**src/rtl/rotate_tile_seq_pkg.sv**
```systemverilog
// Shared definitions for the tile rotation sequencer: FSM state codes,
// rotation degree codes and tile geometry constants.
package rotate_tile_seq_pkg;

    localparam int P_TILE = 8;
    localparam int P_BPP  = 3;

    localparam logic [1:0] P_DEG_0   = 2'd0;
    localparam logic [1:0] P_DEG_90  = 2'd1;
    localparam logic [1:0] P_DEG_180 = 2'd2;
    localparam logic [1:0] P_DEG_270 = 2'd3;

    typedef enum logic [2:0] {
        ST_IDLE = 3'd0,
        ST_RD   = 3'd1,
        ST_ROT  = 3'd2,
        ST_WR   = 3'd3,
        ST_ADV  = 3'd4
    } state_e;

    // Counter-clockwise turns are folded into the equivalent clockwise count.
    function automatic logic [1:0] eff_rot(input logic [1:0] deg, input logic dir);
        return dir ? 2'(2'd0 - deg) : deg;
    endfunction

endpackage

```
**src/rtl/rotate_tile_seq_if.sv**
```systemverilog
// Fetch, pixel-core and store handshakes between the sequencer (master)
// and the AHB master / rotation core (slave).
interface rotate_tile_seq_if;

    logic        O_TS_RD_REQ;
    logic [31:0] O_TS_RD_ADDR;
    logic        I_TS_RD_DONE;

    logic        O_TS_CORE_START;
    logic [1:0]  O_TS_CORE_DEGREES;
    logic        O_TS_CORE_DIRECTION;
    logic        I_TS_CORE_DONE;

    logic        O_TS_WR_REQ;
    logic [31:0] O_TS_WR_ADDR;
    logic        I_TS_WR_DONE;

    modport master (
        output O_TS_RD_REQ, O_TS_RD_ADDR,
        input  I_TS_RD_DONE,
        output O_TS_CORE_START, O_TS_CORE_DEGREES, O_TS_CORE_DIRECTION,
        input  I_TS_CORE_DONE,
        output O_TS_WR_REQ, O_TS_WR_ADDR,
        input  I_TS_WR_DONE
    );

    modport slave (
        input  O_TS_RD_REQ, O_TS_RD_ADDR,
        output I_TS_RD_DONE,
        input  O_TS_CORE_START, O_TS_CORE_DEGREES, O_TS_CORE_DIRECTION,
        output I_TS_CORE_DONE,
        input  O_TS_WR_REQ, O_TS_WR_ADDR,
        output I_TS_WR_DONE
    );

endinterface

```
**src/rtl/rotate_tile_seq_map.sv**
```systemverilog
// Maps a source tile position to its destination tile position and the
// destination frame width for a given clockwise quarter-turn count.
module rotate_tile_map
    import rotate_tile_seq_pkg::*;
(
    input  logic [7:0]  tx_i,
    input  logic [7:0]  ty_i,
    input  logic [7:0]  tw_i,
    input  logic [7:0]  th_i,
    input  logic [1:0]  rot_i,
    input  logic [15:0] width_i,
    input  logic [15:0] height_i,
    output logic [7:0]  dx_o,
    output logic [7:0]  dy_o,
    output logic [15:0] dw_o
);

    always_comb begin
        dx_o = tx_i;
        dy_o = ty_i;
        dw_o = width_i;
        case (rot_i)
            P_DEG_90: begin
                dx_o = th_i - 8'd1 - ty_i;
                dy_o = tx_i;
                dw_o = height_i;
            end
            P_DEG_180: begin
                dx_o = tw_i - 8'd1 - tx_i;
                dy_o = th_i - 8'd1 - ty_i;
            end
            P_DEG_270: begin
                dx_o = ty_i;
                dy_o = tw_i - 8'd1 - tx_i;
                dw_o = height_i;
            end
            default: ;
        endcase
    end

endmodule

```
**src/rtl/rotate_tile_seq.sv**
```systemverilog
// Tile rotation sequencer: walks the source image tile by tile in raster
// order, fetching, rotating and storing each tile, then raises IRQ.
module rotate_tile_seq #(
    parameter int P_TILE = rotate_tile_seq_pkg::P_TILE,
    parameter int P_BPP  = rotate_tile_seq_pkg::P_BPP
) (
    input  logic               I_TS_HCLK,
    input  logic               I_TS_HRESET,
    input  logic               I_TS_START,
    input  logic [15:0]        I_TS_WIDTH,
    input  logic [15:0]        I_TS_HEIGHT,
    input  logic [1:0]         I_TS_DEGREES,
    input  logic               I_TS_DIRECTION,
    input  logic [31:0]        I_TS_SRC_BASE,
    input  logic [31:0]        I_TS_DST_BASE,
    input  logic               I_TS_IRQ_CLR,
    output logic               O_TS_BUSY,
    output logic               O_TS_IRQ,
    output logic               O_TS_ERR,
    output logic [7:0]         O_TS_TILE_X,
    output logic [7:0]         O_TS_TILE_Y,
    rotate_tile_seq_if.master  bus
);

    import rotate_tile_seq_pkg::*;

    // Byte offset of a tile's top-left pixel in a frame of width w pixels.
    function automatic logic [31:0] tile_addr(input logic [31:0] base, input logic [7:0] x,
                                              input logic [7:0] y, input logic [15:0] w);
        logic [31:0] pix;
        pix = 32'(y) * 32'(P_TILE) * 32'(w) + 32'(x) * 32'(P_TILE);
        return base + pix * 32'(P_BPP);
    endfunction

    // Tile counters are 8 bits wide, which caps each dimension at 255 tiles.
    function automatic logic dim_ok(input logic [15:0] d);
        return (d != 16'd0) && ((d % 16'(P_TILE)) == 16'd0) && (d <= 16'(P_TILE * 255));
    endfunction

    state_e      state_q;
    logic [15:0] width_q, height_q;
    logic [1:0]  deg_q;
    logic        dir_q;
    logic [31:0] src_q, dst_q;
    logic [7:0]  tx_q, ty_q;
    logic        rd_req_q, core_start_q, wr_req_q;
    logic [31:0] rd_addr_q, wr_addr_q;
    logic        busy_q, irq_q, err_q;

    logic [7:0]  tx_d, ty_d;
    logic [31:0] rd_addr_d, wr_addr_d;
    logic [7:0]  tw, th, dx, dy;
    logic [15:0] dw;
    logic [1:0]  rot;
    logic        last_tile, irq_set, cfg_ok;

    rotate_tile_map u_map (
        .tx_i     (tx_q),
        .ty_i     (ty_q),
        .tw_i     (tw),
        .th_i     (th),
        .rot_i    (rot),
        .width_i  (width_q),
        .height_i (height_q),
        .dx_o     (dx),
        .dy_o     (dy),
        .dw_o     (dw)
    );

    always_comb begin
        tw        = 8'(width_q / 16'(P_TILE));
        th        = 8'(height_q / 16'(P_TILE));
        rot       = eff_rot(deg_q, dir_q);
        last_tile = (tx_q == tw - 8'd1) && (ty_q == th - 8'd1);
        irq_set   = (state_q == ST_ADV) && last_tile;
        cfg_ok    = dim_ok(I_TS_WIDTH) && dim_ok(I_TS_HEIGHT);
        tx_d      = tx_q + 8'd1;
        ty_d      = ty_q;
        if (tx_q == tw - 8'd1) begin
            tx_d = 8'd0;
            ty_d = ty_q + 8'd1;
        end
        rd_addr_d = tile_addr(src_q, tx_d, ty_d, width_q);
        wr_addr_d = tile_addr(dst_q, dx, dy, dw);
    end

    // Addresses are registered on the transition into RD/WR so they are
    // stable for the whole request.
    always_ff @(posedge I_TS_HCLK or posedge I_TS_HRESET) begin
        if (I_TS_HRESET) begin
            state_q      <= ST_IDLE;
            width_q      <= '0;
            height_q     <= '0;
            deg_q        <= '0;
            dir_q        <= 1'b0;
            src_q        <= '0;
            dst_q        <= '0;
            tx_q         <= '0;
            ty_q         <= '0;
            rd_req_q     <= 1'b0;
            core_start_q <= 1'b0;
            wr_req_q     <= 1'b0;
            rd_addr_q    <= '0;
            wr_addr_q    <= '0;
            busy_q       <= 1'b0;
            irq_q        <= 1'b0;
            err_q        <= 1'b0;
        end else begin
            core_start_q <= 1'b0;
            irq_q        <= irq_set | (irq_q & ~I_TS_IRQ_CLR);
            case (state_q)
                ST_IDLE: begin
                    if (I_TS_START) begin
                        if (cfg_ok) begin
                            width_q   <= I_TS_WIDTH;
                            height_q  <= I_TS_HEIGHT;
                            deg_q     <= I_TS_DEGREES;
                            dir_q     <= I_TS_DIRECTION;
                            src_q     <= I_TS_SRC_BASE;
                            dst_q     <= I_TS_DST_BASE;
                            tx_q      <= '0;
                            ty_q      <= '0;
                            rd_addr_q <= I_TS_SRC_BASE;
                            rd_req_q  <= 1'b1;
                            busy_q    <= 1'b1;
                            err_q     <= 1'b0;
                            state_q   <= ST_RD;
                        end else begin
                            err_q <= 1'b1;
                        end
                    end
                end
                ST_RD: begin
                    if (bus.I_TS_RD_DONE) begin
                        rd_req_q     <= 1'b0;
                        core_start_q <= 1'b1;
                        state_q      <= ST_ROT;
                    end
                end
                ST_ROT: begin
                    if (bus.I_TS_CORE_DONE) begin
                        wr_addr_q <= wr_addr_d;
                        wr_req_q  <= 1'b1;
                        state_q   <= ST_WR;
                    end
                end
                ST_WR: begin
                    if (bus.I_TS_WR_DONE) begin
                        wr_req_q <= 1'b0;
                        state_q  <= ST_ADV;
                    end
                end
                ST_ADV: begin
                    if (last_tile) begin
                        busy_q  <= 1'b0;
                        state_q <= ST_IDLE;
                    end else begin
                        tx_q      <= tx_d;
                        ty_q      <= ty_d;
                        rd_addr_q <= rd_addr_d;
                        rd_req_q  <= 1'b1;
                        state_q   <= ST_RD;
                    end
                end
                default: begin
                    rd_req_q <= 1'b0;
                    wr_req_q <= 1'b0;
                    busy_q   <= 1'b0;
                    state_q  <= ST_IDLE;
                end
            endcase
        end
    end

    assign bus.O_TS_RD_REQ         = rd_req_q;
    assign bus.O_TS_RD_ADDR        = rd_addr_q;
    assign bus.O_TS_CORE_START     = core_start_q;
    assign bus.O_TS_CORE_DEGREES   = deg_q;
    assign bus.O_TS_CORE_DIRECTION = dir_q;
    assign bus.O_TS_WR_REQ         = wr_req_q;
    assign bus.O_TS_WR_ADDR        = wr_addr_q;
    assign O_TS_BUSY               = busy_q;
    assign O_TS_IRQ                = irq_q;
    assign O_TS_ERR                = err_q;
    assign O_TS_TILE_X             = tx_q;
    assign O_TS_TILE_Y             = ty_q;

endmodule

```
**src/flat_wrapper.sv**
```systemverilog
// flat-port wrapper written by rule: the top's interface ports become plain ports
module rotate_tile_seq_flat import rotate_tile_seq_pkg::*;
#(
    parameter int P_TILE = rotate_tile_seq_pkg::P_TILE,
    parameter int P_BPP  = rotate_tile_seq_pkg::P_BPP
)
  (I_TS_HCLK, I_TS_HRESET, I_TS_START, I_TS_WIDTH, I_TS_HEIGHT, I_TS_DEGREES, I_TS_DIRECTION, I_TS_SRC_BASE, I_TS_DST_BASE, I_TS_IRQ_CLR, O_TS_BUSY, O_TS_IRQ, O_TS_ERR, O_TS_TILE_X, O_TS_TILE_Y, bus_O_TS_RD_REQ, bus_O_TS_RD_ADDR, bus_I_TS_RD_DONE, bus_O_TS_CORE_START, bus_O_TS_CORE_DEGREES, bus_O_TS_CORE_DIRECTION, bus_I_TS_CORE_DONE, bus_O_TS_WR_REQ, bus_O_TS_WR_ADDR, bus_I_TS_WR_DONE);
  rotate_tile_seq_if bus_i ();
  input  logic I_TS_HCLK;
  input  logic I_TS_HRESET;
  input  logic I_TS_START;
  input  logic [15:0] I_TS_WIDTH;
  input  logic [15:0] I_TS_HEIGHT;
  input  logic [1:0] I_TS_DEGREES;
  input  logic I_TS_DIRECTION;
  input  logic [31:0] I_TS_SRC_BASE;
  input  logic [31:0] I_TS_DST_BASE;
  input  logic I_TS_IRQ_CLR;
  output logic O_TS_BUSY;
  output logic O_TS_IRQ;
  output logic O_TS_ERR;
  output logic [7:0] O_TS_TILE_X;
  output logic [7:0] O_TS_TILE_Y;
  output wire logic [$bits(bus_i.O_TS_RD_REQ)-1:0] bus_O_TS_RD_REQ;
  output wire logic [$bits(bus_i.O_TS_RD_ADDR)-1:0] bus_O_TS_RD_ADDR;
  input wire logic [$bits(bus_i.I_TS_RD_DONE)-1:0] bus_I_TS_RD_DONE;
  output wire logic [$bits(bus_i.O_TS_CORE_START)-1:0] bus_O_TS_CORE_START;
  output wire logic [$bits(bus_i.O_TS_CORE_DEGREES)-1:0] bus_O_TS_CORE_DEGREES;
  output wire logic [$bits(bus_i.O_TS_CORE_DIRECTION)-1:0] bus_O_TS_CORE_DIRECTION;
  input wire logic [$bits(bus_i.I_TS_CORE_DONE)-1:0] bus_I_TS_CORE_DONE;
  output wire logic [$bits(bus_i.O_TS_WR_REQ)-1:0] bus_O_TS_WR_REQ;
  output wire logic [$bits(bus_i.O_TS_WR_ADDR)-1:0] bus_O_TS_WR_ADDR;
  input wire logic [$bits(bus_i.I_TS_WR_DONE)-1:0] bus_I_TS_WR_DONE;
  assign bus_O_TS_RD_REQ = bus_i.O_TS_RD_REQ;
  assign bus_O_TS_RD_ADDR = bus_i.O_TS_RD_ADDR;
  assign bus_i.I_TS_RD_DONE = bus_I_TS_RD_DONE;
  assign bus_O_TS_CORE_START = bus_i.O_TS_CORE_START;
  assign bus_O_TS_CORE_DEGREES = bus_i.O_TS_CORE_DEGREES;
  assign bus_O_TS_CORE_DIRECTION = bus_i.O_TS_CORE_DIRECTION;
  assign bus_i.I_TS_CORE_DONE = bus_I_TS_CORE_DONE;
  assign bus_O_TS_WR_REQ = bus_i.O_TS_WR_REQ;
  assign bus_O_TS_WR_ADDR = bus_i.O_TS_WR_ADDR;
  assign bus_i.I_TS_WR_DONE = bus_I_TS_WR_DONE;
  rotate_tile_seq #(.P_TILE(P_TILE), .P_BPP(P_BPP)) u_core (.I_TS_HCLK(I_TS_HCLK), .I_TS_HRESET(I_TS_HRESET), .I_TS_START(I_TS_START), .I_TS_WIDTH(I_TS_WIDTH), .I_TS_HEIGHT(I_TS_HEIGHT), .I_TS_DEGREES(I_TS_DEGREES), .I_TS_DIRECTION(I_TS_DIRECTION), .I_TS_SRC_BASE(I_TS_SRC_BASE), .I_TS_DST_BASE(I_TS_DST_BASE), .I_TS_IRQ_CLR(I_TS_IRQ_CLR), .O_TS_BUSY(O_TS_BUSY), .O_TS_IRQ(O_TS_IRQ), .O_TS_ERR(O_TS_ERR), .O_TS_TILE_X(O_TS_TILE_X), .O_TS_TILE_Y(O_TS_TILE_Y), .bus(bus_i));
endmodule
```
**config.mk**
```make
export PLATFORM = sky130hd
export DESIGN_NAME = rotate_tile_seq_flat
export DESIGN_NICKNAME = d
export VERILOG_FILES = /design/src/rtl/rotate_tile_seq_pkg.sv /design/src/rtl/rotate_tile_seq_if.sv /design/src/rtl/rotate_tile_seq_map.sv /design/src/rtl/rotate_tile_seq.sv /design/src/flat_wrapper.sv
export SDC_FILE = /design/constraint.sdc
export NUM_CORES = 1
export LEC_CHECK = 0
export CAP_MARGIN = 0
export CORE_MARGIN = 2
export CORE_UTILIZATION = 45
export CTS_CLUSTER_DIAMETER = 150
export DETAILED_ROUTE_END_ITERATION = 12
export GPL_TIMING_DRIVEN = 0
export PLACE_DENSITY = 0.61
export SLEW_MARGIN = 20
export SYNTH_ARGS = -nofsm -noshare
export SYNTH_HDL_FRONTEND = slang
export SYNTH_SLANG_ARGS = --single-unit
```
**constraint.sdc**
```tcl
create_clock -name I_TS_HCLK -period 10.87 [get_ports I_TS_HCLK]
set_input_delay 1.087 -clock I_TS_HCLK [delete_from_list [all_inputs] [get_ports I_TS_HCLK]]
set_output_delay 1.087 -clock I_TS_HCLK [all_outputs]
set_load 0.03 [all_outputs]
```
Yosys cells after proc, flatten, opt, wreduce, memory -nomap -nowiden

Index checks and enable logic that the tools add are counted.
Widths: inputs -> output; s select.

Flip-flop bits (word level): 188
Bits in latches: 0
Bits in writable memories: 0
Bits in read-only memories: 0
Output and inout bits: 89
Logic and storage cells: 117
Memories: 0

Add/subtract/negate cells: 11
Multipliers: 4
Divide/modulo/power cells: 0
Magnitude comparators: 2
Equality and inequality tests: 16
Shift operators: 0
Mux-type cells: 36
Bitwise gates (word level): 6
Reductions and logical operators: 25

Operators by type and width:

| operator              | count |
|---|---|
| $mux 32               | 3 |
| $add 32x32->32        | 2 |
| $mul 32x2->32 const B | 2 |
| $pmux 32 s2           | 1 |
| $add 28x11->29        | 2 |
| $mul 8x16->24         | 2 |
| $mux 8                | 6 |
| $pmux 8 s3            | 2 |
| $le 16x11->1 const B  | 2 |
| $logic_not 16->1      | 2 |
| $pmux 8 s2            | 2 |
| $reduce_bool 16->1    | 2 |
| $add 8x1->8 const B   | 2 |
| $eq 8x8->1            | 2 |
| $mux 16               | 1 |
| $sub 8x1->8 const B   | 2 |
| $sub 8x8->8           | 2 |
| $mux 3                | 5 |
| $pmux 3 s5            | 1 |
| $mux 1                | 11 |
| $ne 2x2->1 const B    | 5 |
| $reduce_and 5->1      | 2 |
| $reduce_and 4->1      | 2 |
| $logic_and 1x1->1     | 7 |
| 19 further kinds      | 30 |

Logic depth before layout (Yosys ltp)

Gate-level depths: netlist (run 1).

Word-level depth: 9
Depth in mapped cells: 46

Hierarchy

A second synthesis (run 1) with hierarchy kept.

Cells, all modules: 2,629
Area total of the unflattened synthesis: 22,676.7 um^2

By module, submodules not included:

| module          | times used | cells an instance | area each (um^2) | sequential area each (um^2) |
|---|---|---|---|---|
| rotate_tile_seq | 1          | 2,471             | 21,338.0         | 4,704.5 |
| rotate_tile_map | 1          | 158               | 1,338.8          | 0.0 |

Worst setup path before layout (run 1)

No wires, ideal clock.

Path kind: reg-to-reg
Start: register u_core.width_q[3]
End: register u_core.rd_addr_q[31], in the netlist u_core.bus.O_TS_RD_ADDR[31]
Setup time: 77 ps
Data arrival time: 9,651 ps
Path slack: 1,142 ps
Stages on the path, launching flop included: 41
Path buffers: 2
Clock period less this slack: 9,728 ps
Cells stage by stage: dfrtp_1 buf_2 inv_1 ha_1 nand2_1 nor3_1 xor2_1 ha_1 nand3_1 nor3_4 nand4_2 or3_4 nor3_2 xnor2_1 buf_4 and2_1 fa_1 inv_1 (+5 left out) nor3_1 and2_1 a21boi_1 nor2_1 or4_1 a22o_1 and3b_2 nand4_4 xnor2_1 fa_1 ha_1 nand2_1 o41a_1 o311a_1 o31ai_1 xor2_1 o22ai_1 o21ai_1

Longest elaborated chain between the ends: 9
Elaborated cells on any way between the ends: 13
Classes of those cells: add/sub: 3; mul: 2; eq/ne: 2; mux: 4; reduce/logical: 2

Ends and longest elaborated chain:

| item                     | RTL line                                     | RTL |
|---|---|---|
| start: declaration       | rotate_tile_seq.sv:41                        | `logic [15:0] width_q, height_q;` |
| start signal: assignment | rotate_tile_seq.sv:92                        | `width_q <= '0;` |
| start signal: assignment | rotate_tile_seq.sv:115                       | `width_q <= I_TS_WIDTH;` |
| $sub 8x1->8              | rotate_tile_seq.sv:74, rotate_tile_seq.sv:79 |  |
| $eq 8x8->1               | rotate_tile_seq.sv:74, rotate_tile_seq.sv:79 |  |
| $mux 8                   | rotate_tile_seq.sv:79                        | `if (tx_q == tw - 8'd1) begin` |
| $mul 8x16->24            | rotate_tile_seq.sv:31                        | `pix = 32'(y) * 32'(P_TILE) * 32'(w) + 32'(x) * 32'(P_TILE);` |
| $add 28x11->29           | rotate_tile_seq.sv:31                        |  |
| $mul 32x2->32            | rotate_tile_seq.sv:32                        | `return base + pix * 32'(P_BPP);` |
| $add 32x32->32           | rotate_tile_seq.sv:32                        |  |
| $mux 32                  | rotate_tile_seq.sv:154                       | `if (last_tile) begin` |
| $pmux 32 s2              | rotate_tile_seq.sv:111                       | `case (state_q)` |
| end signal: assignment   | rotate_tile_seq.sv:160                       | `rd_addr_q <= rd_addr_d;` |
| end: declaration         | rotate_tile_seq.sv:47                        | `logic [31:0] rd_addr_q, wr_addr_q;` |

Parallel ways exist; a longest one is shown, timed or not. The select of a mux whose other input is x is not followed.
A chain may end at the register's enable or synchronous reset.

Worst setup path in the final report (run 1)

Start: register u_core.width_q[3]
End: register u_core.rd_addr_q[30], in the netlist u_core.bus.O_TS_RD_ADDR[30]

Same word-level chain as after synthesis.

==> flow_summary.yaml, run 1 <==
finish:
  fin_area_um2: 25900
  final_cell_mix: "inv_1, fa_1, nand2_1, clkdlybuf4s50_1, dfrtp_1"
  final_nets: 3113
  fin_util_pct: 54.3
  stdcell_count: 3233
  antennaDiodeCount: 0
  seqCellArea_um2: 4700
  layout_commonest_cell: "inv_1"
  fillers: 4422
  synthToLayoutAreaGrowth_pct: 19.4
  multiInputGateArea_um2: 16300
  drive_above_1_share_pct: 11.4
worst_hold_path:
  hold_depth: 1
  hold-path-endpoint: "u_core.height_q[13]"
  hp-start: "u_core.height_q[13]"
  hold_class: "flop to flop"
synthesis:
  synth_nets: 2864
  syn_inst: 2356
  ys.flop_type: "dfrtp_1"
  async_flop_share_pct: 100
  netlist-cell-type-count: 81
  ys_seq_area_share_pct: 21.7
  netlist_area_um2: 21700
  avgSynthCellArea_um2: 9.20
  synth-edff-count: 0
  yosys_warnings: 0
  synth_seq_cells: 188
worst_setup_path:
  cp_slowest_stage_delay_ns: 0.57
  r2r-start: "u_core.width_q[3]"
  arrival_ns: 10.87
  cp.required_ns: 11.25
  regToRegSetupSlack_ns: 0.39
  critPathMaxFanout: 10
  path_common_cell: "fa_1"
  cp-end-kind: "flop"
  critPathKind: "flop to flop"
  worst-path-buf-inv: 7
  cp_slowest_cell: "fa_1"
  r2r_cells: 41
  critPathLaunchType: "flop"
  r2r_end: "u_core.bus.O_TS_RD_ADDR[30]"
  critPathTopFamily: "adder cells"
power_and_ir_drop:
  power.switching_mw: 1.54
  cellLeakagePower_nw: 12.5
  switching_share_pct: 46.1
  p_per_area_nw_per_um2: 129
  p_int_mw: 1.80
  power_mw: 3.34
  peakVddDrop_mv: 0.112
  combPwrFrac_pct: 55.5
  share_seq_of_total_power_pct: 25.6
  pwr-share-clk_pct: 18.9
grt:
  grt_usage_pct: 26.1
  grt_pass1_vias: 18500
  grt_overflow: 0
  grt_antenna_before_repair: 0
  grt_first_pass_wirelength_um: 101000
  grt_start_max_net_pins: 97
clock_network:
  cts_max_level: 4
  clk_latency_ns: 0.50
  numCtsBuffers: 17
  clockBufferDepth: 2
  clock-root-buffer: "clkbuf_16"
  hold_buffers: 0
  clkTransAtPathRegs_ns: 0.08
  clock-sinks: 188
  cts_tree: "built"
floorplanning:
  fp.dieW_um: 223
  die_h_um: 223
  die_area_um2: 49900
  initial_core_util_pct: 45.5
  rows: 80
  coreArea_um2: 47600
  ios: 195
route:
  dr.pass1.iters: 7
  finalWirelength_um: 63000
  drt_iter0_markers: 1287
  wire_per_inst_um: 19.5
  ant_nets: 0
  avgViaCountPerCell: 5.57
  vias: 18000
  route.detailed.drc: 0
timing:
  worst_pin_slew_ns: 1.20
  fmax_ghz: 0.0954
  report.final.slew_viol_count: 0
  whs_ns: 0.486
  skew_ns: 0.0106
  setup_tns_ns: 0
  setup_violations: 0
  fin_crit_sh_pct: 96.4
  final.min_clock_period_ns: 10.48
  setup_ws_ns: 0.387
  final-hold-violation-count: 0
  relSlewSlack_pct: 20.2
run:
  cap_violations: 0
status:
  status: "complete, no violations"
placement:
  placed_area_um2: 24400
  routabilityCongestion: 0.920
  hpwl_um: 50900
  pre_cts_slack_ns: -0.728
  placedCellCount: 3166
  portBuffers: 194
cell usage after synthesis, drive strengths merged, types with 64 or more instances:
cell      n  share of area [%]
xnor2    99                4.0
nor2b    64                1.8
a21oi   110                2.6
inv     259                4.5
nand2   206                3.6
nor2    175                3.0
dfrtp   188                 22
clkbuf   75                1.3
ha      184                 11
mux2     98                5.1
fa      218                 20
o21ai   111                2.6
state kept, by name, summed over array words and instances, names as in the netlist, 2 cells and up:
register / count
u_core.state_q: 3
u_core.bus.O_TS_RD_ADDR: 32
u_core.src_q: 32
u_core.dst_q: 32
u_core.bus.O_TS_WR_ADDR: 32
u_core.height_q: 16
u_core.width_q: 16
u_core.bus.O_TS_CORE_DEGREES: 2
u_core.O_TS_TILE_Y: 8
u_core.O_TS_TILE_X: 8
logic make-up (layout without fill, tap and decap cells):
kind of cell	Yosys count	after routing	synth area share [%]
buffers and inverters	344	606	6.00
muxes	117	117	5.97
AOI/OAI and AO/OA	420	420	12.4
DFF	188	188	21.7
xor gates and xnor gates	157	157	6.38
adders and majority gates	402	402	30.7
and+or+nand+nor	728	728	16.8
power groups by stage:
stage	clock [mW]	sequential (mW)	combinational (mW)
2_1_floorplan	0	0.991	1.06
3_3_place_gp	0	0.865	1.77
3_5_place_dp	0	0.867	1.80
4_1_cts	0.654	0.854	1.82
5_1_grt	0.675	0.865	2.02
6_report	0.633	0.857	1.85
worst reg2reg max path: cells and delay by family (launching register included):
kind            cells  cell delay (ns)
xor+xnor            3             0.54
fa+ha+maj           9             3.78
buf+inv             7             0.71
simple gates       14             3.04
flops               1             0.41
compound gates      7             1.63
mux                 1             0.26
worst max path at each step:
stage | start | to | slack (ns) | depth (start not counted)
finish | u_core.width_q[3] | u_core.bus.O_TS_RD_ADDR[30] | 0.39 | 41
global route | u_core.width_q[3] | u_core.bus.O_TS_RD_ADDR[31] | -0.12 | 40
CTS | u_core.width_q[4] | u_core.bus.O_TS_RD_ADDR[31] | 0.04 | 41
detailed placement | u_core.width_q[3] | u_core.bus.O_TS_RD_ADDR[31] | -0.73 | 38
global placement | u_core.width_q[4] | u_core.bus.O_TS_RD_ADDR[31] | -0.66 | 38
floorplan | u_core.width_q[3] | u_core.bus.O_TS_RD_ADDR[31] | 1.14 | 40
layer usage:
layer | global-route usage, % | up-vias | part of all wire (%)
met4 | 6.84 | 0 | 2.2
met3 | 4.48 | 70 | 6.1
li1 | - | 8405 | -
met2 | 40.5 | 488 | 46
met1 | 37.8 | 9047 | 46
met5 | 0 | - | 0
timing repair:
item,4_1_cts,5_1_grt
pin swaps,7,42
resized for setup,41,98
endpoints found under the setup margin,19,20
setup buffers,6,31
area by class of cell:
type                    count  area share, %
well taps                 615           2.97
inverters                 259           3.78
plain buffers              83           1.35
repair buffers            232           8.68
multi-input cells        1824           62.9
clock buffers              20           1.76
flip-flops and latches    188           18.2
clock inverters            12          0.396
Power figures use the tool's default switching activity.
==> run 2, diff against run 1 <==
- SYNTH_HIERARCHICAL: unset -> 1
==> run 2 against run 1 <==
  * Fmax is 1.0% higher
  * Register-to-register slack better by 0.11 ns
  * Final cell count is 9.6% higher
  * First-iteration DRC count is 1.0% higher
  * Design area is 2.7% higher
  * Sequential power is 9.5% higher
  * Clock skew is 0.0017 ns higher
  * Combinational power is 150% higher
  * Die area is 4.5% higher
  * Flip-flop and latch count stayed put
  * Routed wire length is 7.5% higher
  * Critical endpoint is now u_core/bus.O_TS_RD_ADDR[25]
  * Highest routed layer is now met5
==> flow_summary.yaml, run 2 <==
placement:
  hpwl_um: 55100
  placed_area_um2: 25600
  portBuffers: 194
  routabilityCongestion: 0.916
status:
  status: "complete, no violations"
route:
  wire_per_inst_um: 19.1
  ant_nets: 0
  finalWirelength_um: 67700
  drt_iter0_markers: 1300
  dr.pass1.iters: 5
  avgViaCountPerCell: 5.47
  route.detailed.drc: 0
  vias: 19400
timing:
  report.final.slew_viol_count: 0
  final-hold-violation-count: 0
  relSlewSlack_pct: 37.6
  skew_ns: 0.0124
  worst_pin_slew_ns: 0.937
  final.min_clock_period_ns: 10.38
  fmax_ghz: 0.0964
  fin_crit_sh_pct: 95.5
  setup_violations: 0
synthesis:
  ys_seq_area_share_pct: 20.7
  netlist-cell-type-count: 99
  yosys.area.top_type_share_pct: 20.7
  synth_seq_cells: 188
  netlist_area_um2: 22700
  async_flop_share_pct: 100
  synth_commonest_cells: "nand2_1, inv_1, fa_1"
  syn_inst: 2629
  yosys_warnings: 6
  ys_top_cells_by_area: "dfrtp_1, fa_1, ha_1"
  synth.most_common_cell: "nand2_1"
  synth-edff-count: 0
  synth_nets: 3135
  avgSynthCellArea_um2: 8.63
  yosys.area.top_type: "dfrtp_1"
  ys.flop_type: "dfrtp_1"
clock_network:
  cts_tree: "built"
  clk_latency_ns: 0.49
  numCtsBuffers: 17
  clkTransAtPathRegs_ns: 0.08
  cts_max_level: 4
  clock-sinks: 188
  clock-root-buffer: "clkbuf_16"
  clockBufferDepth: 2
worst_setup_path:
  arrival_ns: 10.81
  cp_slowest_stage_delay_ns: 0.58
  critPathLaunchType: "flop"
  critPathMaxFanout: 10
  r2r_end: "u_core/bus.O_TS_RD_ADDR[25]"
  regToRegSetupSlack_ns: 0.49
  cp_slowest_cell: "fa_1"
  r2r_cells: 36
  r2r-start: "u_core/width_q[10]"
  cp.required_ns: 11.30
  cp-end-kind: "flop"
  path_common_cell: "fa_1"
  critPathKind: "flop to flop"
worst_hold_path:
  hold-path-endpoint: "u_core/bus.O_TS_WR_ADDR[1]"
  hold_depth: 2
  hold_class: "flop to flop"
  hp-start: "u_core/bus.O_TS_WR_ADDR[1]"
finish:
  fin_area_um2: 26600
  fillers: 4721
  final_nets: 3365
  final_cell_mix: "nand2_1, inv_1, fa_1, clkdlybuf4s50_1, dfrtp_1"
  drive_above_1_share_pct: 7.00
  antennaDiodeCount: 0
  layout_commonest_cell: "nand2_1"
  fin_util_pct: 53.2
  synthToLayoutAreaGrowth_pct: 17.2
grt:
  grt_usage_pct: 26.5
  grt_overflow: 0
  grt_first_pass_wirelength_um: 108000
  grt_pass1_vias: 19900
  grt_antenna_before_repair: 1
  grt_start_max_net_pins: 86
  gr-usage-met3_pct: 6.67
  grt_use_met2_pct: 43.2
  grt.met1_usage_pct: 33.9
  gr-max-usage-layer: "met2"
power_and_ir_drop:
  cellLeakagePower_nw: 12.7
  share_seq_of_total_power_pct: 15.2
  peakVddDrop_mv: 0.216
  pwr-share-clk_pct: 10.4
  power.switching_mw: 3.14
  combPwrFrac_pct: 74.4
  p_int_mw: 3.03
  p_per_area_nw_per_um2: 232
  switching_share_pct: 50.9
floorplanning:
  die_h_um: 228
  rows: 82
  coreArea_um2: 50000
  ios: 195
  die_area_um2: 52200
  initial_core_util_pct: 45.4
  fp.dieW_um: 228
run:
  cap_violations: 0
==> run 2: changes by cell type after synthesis, moves of 15 or more <==
cell      delta
and2_1      +33
nor2_1      -49
buf_2       +15
a21oi_1     +31
nand2_1    +255
nor2b_1     +41
nand2b_1    -21
mux2_2      -79
==> run 2: final cells by class <==
class	count	area [um2]	area share [%]
Inverter	262	996	3.75
Timing Repair Buffer	216	2140	8.05
Buffer	91	414	1.56
Clock buffer	20	447	1.68
Sequential cell	188	4710	17.7
Clock inverter	12	138	0.518
Multi-Input combinational cell	2083	16900	63.6
Tap cell	672	841	3.16
==> run 2: critical path, delay by kind of cell, from the launching register on <==
kind                       cells  cell delay (ns)
adders and majority gates      8             3.46
buffers and inverters          5             0.84
AOI/OAI and AO/OA             10             2.48
DFF                            1             0.47
xor gates and xnor gates       5             1.45
and+or+nand+nor                8             1.65
==> run 2: through the flow <==
stage	hold WS, ns	TNS [ns]	power (mW)	worst slack [ns]	std cells
6_report	0.473	0	6.17	0.493	3544
5_1_grt	0.498	-0.0370	6.72	-0.0370	3544
4_1_cts	0.479	0	6.14	0.0731	3539
3_5_place_dp	0.462	-11.82	5.39	-1.20	3501
3_3_place_gp	0.448	-9.74	5.34	-1.07	3495
2_1_floorplan	0.439	0	4.19	1.18	2629
==> run 2: cell families (layout without fill, tap and decap cells) <==
kind of cell	Yosys count	in the layout	share of synthesized area, %
flops	188	188	20.7
xor+xnor	161	161	6.48
fa+ha+maj	400	400	29.2
buf+inv	358	601	6.17
compound gates	470	470	13.4
mux	35	35	2.22
simple gates	1017	1017	21.8
==> run 2: worst max path at each step <==
stage	from	to	slack (ns)
detailed placement	u_core/width_q[3]	u_core/bus.O_TS_RD_ADDR[25]	-1.20
global placement	u_core/width_q[3]	u_core/bus.O_TS_RD_ADDR[25]	-1.07
CTS	u_core/width_q[3]	u_core/bus.O_TS_RD_ADDR[31]	0.07
finish	u_core/width_q[10]	u_core/bus.O_TS_RD_ADDR[25]	0.49
global route	u_core/width_q[3]	u_core/bus.O_TS_RD_ADDR[31]	-0.04
floorplan	u_core/width_q[3]	u_core/bus.O_TS_RD_ADDR[31]	1.18
==> run 2: power by group through the flow <==
stage	registers, mW	clock network [mW]	logic, mW
2_1_floorplan	1.13	0	3.06
3_3_place_gp	0.947	0	4.39
3_5_place_dp	0.945	0	4.44
4_1_cts	0.938	0.662	4.54
5_1_grt	0.954	0.684	5.09
6_report	0.938	0.644	4.59
==> run 2: what timing repair did <==
item,in CTS,in global routing
endpoints found under the setup margin,16,16
cloned,0,0
gates resized for setup,28,45
buffers inserted,8,8
pin swaps,5,8
endpoints found under the hold margin,0,0
hold buffers,0,0
==> run 2: layer usage <==
layer	up-vias	wire, um
met1	9479	29600
met4	2	2180
met3	100	4850
met5	-	13
met2	598	31100
li1	9194	-
==> run 3, diff against run 2 <==
- SYNTH_HIERARCHICAL: 1 -> unset
==> results of run 3 <==
Final layout, timing and power as in run 1 (identical DEF).
